File: config.mk
export PLATFORM = sky130hd
export DESIGN_NAME = nbyone_arb_mux
export DESIGN_NICKNAME = d
export VERILOG_FILES = /design/src/rtl/nbyone_arb_mux.sv
export SDC_FILE = /design/constraint.sdc
export NUM_CORES = 1
export LEC_CHECK = 0
export CORE_MARGIN = 2
export CORE_UTILIZATION = 37
export CTS_BUF_LIST = sky130_fd_sc_hd__clkbuf_4
export CTS_CLUSTER_DIAMETER = 60
export DETAILED_ROUTE_END_ITERATION = 6
export PLACE_DENSITY = 0.91
export SYNTH_ARGS = -nofsm -noshare
export SYNTH_HDL_FRONTEND = slang
export SYNTH_SLANG_ARGS = --single-unit
export TNS_END_PERCENT = 30
File: constraint.sdc
create_clock -name in_clk -period 2.2 [get_ports in_clk]
set_clock_uncertainty 0.1 [all_clocks]
set_input_delay 0.44 -clock in_clk [delete_from_list [all_inputs] [get_ports in_clk]]
set_output_delay 0.44 -clock in_clk [all_outputs]
set_load 0.1 [all_outputs]
File: src/rtl/nbyone_arb_mux.sv
// nbyone_arb_mux: m-to-1 arbitrated mux (fixed select or round-robin) feeding a one-word registered output stage.
module nbyone_arb_mux #(
  parameter int n = 8,
  parameter int m = 4,
  localparam int s = $clog2(m)
) (
  input  logic           in_clk,
  input  logic           in_rst,
  input  logic [m*n-1:0] in_data,
  input  logic [m-1:0]   in_valid,
  output logic [m-1:0]   out_inready,
  input  logic           in_mode,
  input  logic [s-1:0]   in_sel,
  output logic [n-1:0]   out_data,
  output logic           out_valid,
  input  logic           in_outready,
  output logic [s-1:0]   out_chan
);
  logic load, gnt;
  logic [s-1:0] gidx, rr_ptr;
  logic [(1<<s)-1:0] vx;
  logic [n-1:0] ch [m];
  for (genvar g = 0; g < m; g++) begin : g_ch
    assign ch[g] = in_data[g*n +: n];
  end
  assign load = !out_valid || in_outready;
  // vx pads in_valid to a power of two so an out-of-range in_sel reads as not valid
  always_comb begin
    vx = '0;
    vx[m-1:0] = in_valid;
    gnt = 1'b0;
    gidx = '0;
    if (!in_mode) begin
      gnt = vx[in_sel];
      gidx = in_sel;
    end else begin
      for (int k = m - 1; k >= 0; k--) begin
        if (vx[s'((int'(rr_ptr) + k) % m)]) begin
          gnt = 1'b1;
          gidx = s'((int'(rr_ptr) + k) % m);
        end
      end
    end
  end
  assign out_inready = (!in_rst && load && gnt) ? {{(m-1){1'b0}}, 1'b1} << gidx : '0;
  always_ff @(posedge in_clk) begin
    if (in_rst) begin
      out_valid <= 1'b0;
      out_data <= '0;
      out_chan <= '0;
      rr_ptr <= '0;
    end else if (load) begin
      out_valid <= gnt;
      if (gnt) begin
        out_data <= ch[gidx];
        out_chan <= gidx;
        if (in_mode) rr_ptr <= (int'(gidx) == m - 1) ? '0 : gidx + 1'b1;
      end
    end
  end
endmodule
==> flow_summary.ini <==
[sta]
slew_headroom_pct = 55.4
holdWs_ns = 0.377
max_freq_mhz = 413
finalHoldViolations = 0
setup_ws_ns = -0.224
setup-violations-final = 4
worst_pin_slew_ns = 0.669
rsz0062_at_grt = yes
maxSlewViolCount = 0
fin_crit_sh_pct = 110
period_needed_ns = 2.42

[cells_and_area]
antennaDiodeCount = 0
stdcell_count = 250
nNetsFinal = 263
drive_above_1_share_pct = 39.7
final_area_um2 = 2040
area_growth_pct = 86.5

[grt]
antenna_found_initial = 0
grt-ovfl-total = 0
met3_usage_pct = 6.15
grtUsageTotal_pct = 25.1
use_met2_pct = 46.9
grt_max_degree = 17
grt_pass1_vias = 1464
grt_first_pass_wirelength_um = 6570
met1_usage_pct = 25.6
top_usage_layer = met2

[place]
dp_hpwl_um = 3090
place.gp.congestion = 0.891
io_buffers = 56
post-place-cells = 240
place_ws_ns = -0.609
dpl_cell_area_um2 = 1890

[critical_path]
reg2reg_depth = 7
cp.depth = 8
cp.arrival_ns = 1.88
crit_chain = buf_4 > mux2_4 > a21o_1 > nand2_4 > inv_4 > ha_1 > and2_4 > buf_12
end_kind = output port
cp-start-kind = register
crit_type = register to output port
crit_fanout = 4
max_stage_delay_ns = 0.37
critPathRequiredTime_ns = 1.66
critPathTopFamily = flip-flops
crit_buf_inv = 3
cp_slowest_cell = dfxtp_4

[clock_network]
cts_made_buffers = 3
clk_transition_reported_paths_ns = 0.09
cts.path.max_buffers = 2
clock_latency_ns = 0.28
cts_tree = done
cts-root-buf = clkbuf_4
clock_sinks = 13
htree_levels = 1

[outcome]
outcome = finished with violations
violations = negative setup slack

[synthesis]
yosys_register_bits = 13
synth-edff-count = 0
yosysTopAreaCell = dfxtp_1
postSynthAreaPerCell_um2 = 8.06
yosysSeqAreaShare_pct = 23.7
netlist_area_um2 = 1100
ys_top_cells_by_area = dfxtp_1, a32o_1, a21oi_1, buf_6, nand4_1
synth_commonest_cells = dfxtp_1, a21oi_1
synthArstFlopShare_pct = 0
synthMostInstantiatedCell = dfxtp_1
synth_top_cell_area_share_pct = 23.7
synth_flop_cell = dfxtp_1
synth_cell_types = 43
postSynthNetCount = 179
yosys_warnings = 0
syn_inst = 136

[pwr]
p_leak_uw = 0.000850
power_density_nw_per_um2 = 573
total_power_uw = 1170
peakVddDrop_mv = 0.503

[die]
design.core.area_um2 = 2780
die_h_um = 58.4
initial_core_util_pct = 39.4
io_pins = 57
rows = 19
die_area_um2 = 3410
die_w_um = 58.4

[route]
via_count = 1547
drt_iter0_drc = 78
dr.pass1.iters = 4
postRouteAntennaNets = 0
post-route-drc-count = 0
routedWlPerCell_um = 17.8
via_per_inst = 6.19
drt_wl_total_um = 4440

[hold_path]
min_path_type = register to register
holdPathStages = 1

[job]
cap_violations = 0
## state kept, by name (all words and copies together), names as in the netlist
signal     flops
out_chan       2
out_data       8
out_valid      1
rr_ptr         2
## final timing paths
path                            slack [ns]             end   startpoint
worst max-delay path                 -0.22  out_inready[3]    rr_ptr[1]
worst min-delay path                  0.38     out_data[0]  out_data[0]
worst max register to register        0.13     out_data[1]    rr_ptr[1]
worst min register to register        0.38     out_data[0]  out_data[0]
## repair_timing
item                                    in CTS  in global routing
pin swaps                                    9                  5
setup buffers                                3                  3
hold buffers                                 0                  0
resized for setup                           42                  7
endpoints found under the setup margin      12                  4
## placed cells by master (no fill, tap or decap), types with 2 or more instances in the layout
master | synthesis | routed
mux2_4 | 1 | 2
buf_2 | 4 | 4
clkdlybuf4s50_1 | 0 | 34
o22ai_1 | 9 | 9
a21oi_1 | 12 | 11
clkbuf_4 | 0 | 4
mux2i_1 | 2 | 2
nand4_1 | 9 | 9
o21ai_0 | 9 | 8
a32o_1 | 8 | 8
nand2_1 | 5 | 2
dfxtp_2 | 0 | 2
nor2_1 | 3 | 3
buf_12 | 0 | 5
nor2b_4 | 1 | 2
a21oi_2 | 1 | 2
buf_6 | 5 | 5
inv_1 | 4 | 3
nand2b_1 | 5 | 2
nand2_2 | 0 | 2
nand3_1 | 9 | 9
nor3_1 | 9 | 8
nor3b_4 | 0 | 2
dfxtp_1 | 13 | 10
nand2b_4 | 0 | 3
buf_4 | 1 | 41
## cell type report
cell class / instances / area (µm²)
clock buffers: 4 / 30.0
fillers: 202 / 737
inverters: 4 / 17.5
multi-input cells: 107 / 847
flip-flops and latches: 13 / 267
well taps: 31 / 38.8
repair buffers: 91 / 845
## per-layer routing
| metal | up-vias | routed length, µm |
|---|---|---|
| li1 | 705 | - |
| met1 | 725 | 1620 |
| met2 | 95 | 2250 |
| met3 | 22 | 384 |
| met4 | 0 | 187 |
| met5 | - | 0 |
## kinds of logic after synthesis
family / after synthesis / synth area share, %
multiplexers: 4 / 4.22
AO/OA/AOI/OAI: 52 / 35.5
AND/OR/NAND/NOR: 50 / 25.7
adder cells (fa/ha/maj): 1 / 1.14
buffers and inverters: 16 / 9.70
flip-flops: 13 / 23.7
## power breakdown
group,switching (µW),internal (µW)
Sequential,21.6,267
Clock,86.3,82.5
Combinational,432,282
## per-stage QoR
| stage | setup TNS [ns] | util [%] |
|---|---|---|
| 3_3_place_gp | -5.01 | 67.9 |
| 3_5_place_dp | -5.92 | 67.9 |
| 5_1_grt | -1.06 | 73.5 |
| 6_report | -0.832 | 73.5 |
| 4_1_cts | -0.661 | 71.3 |
| 2_1_floorplan | -1.77 | - |
Power figures use the tool's default switching activity.
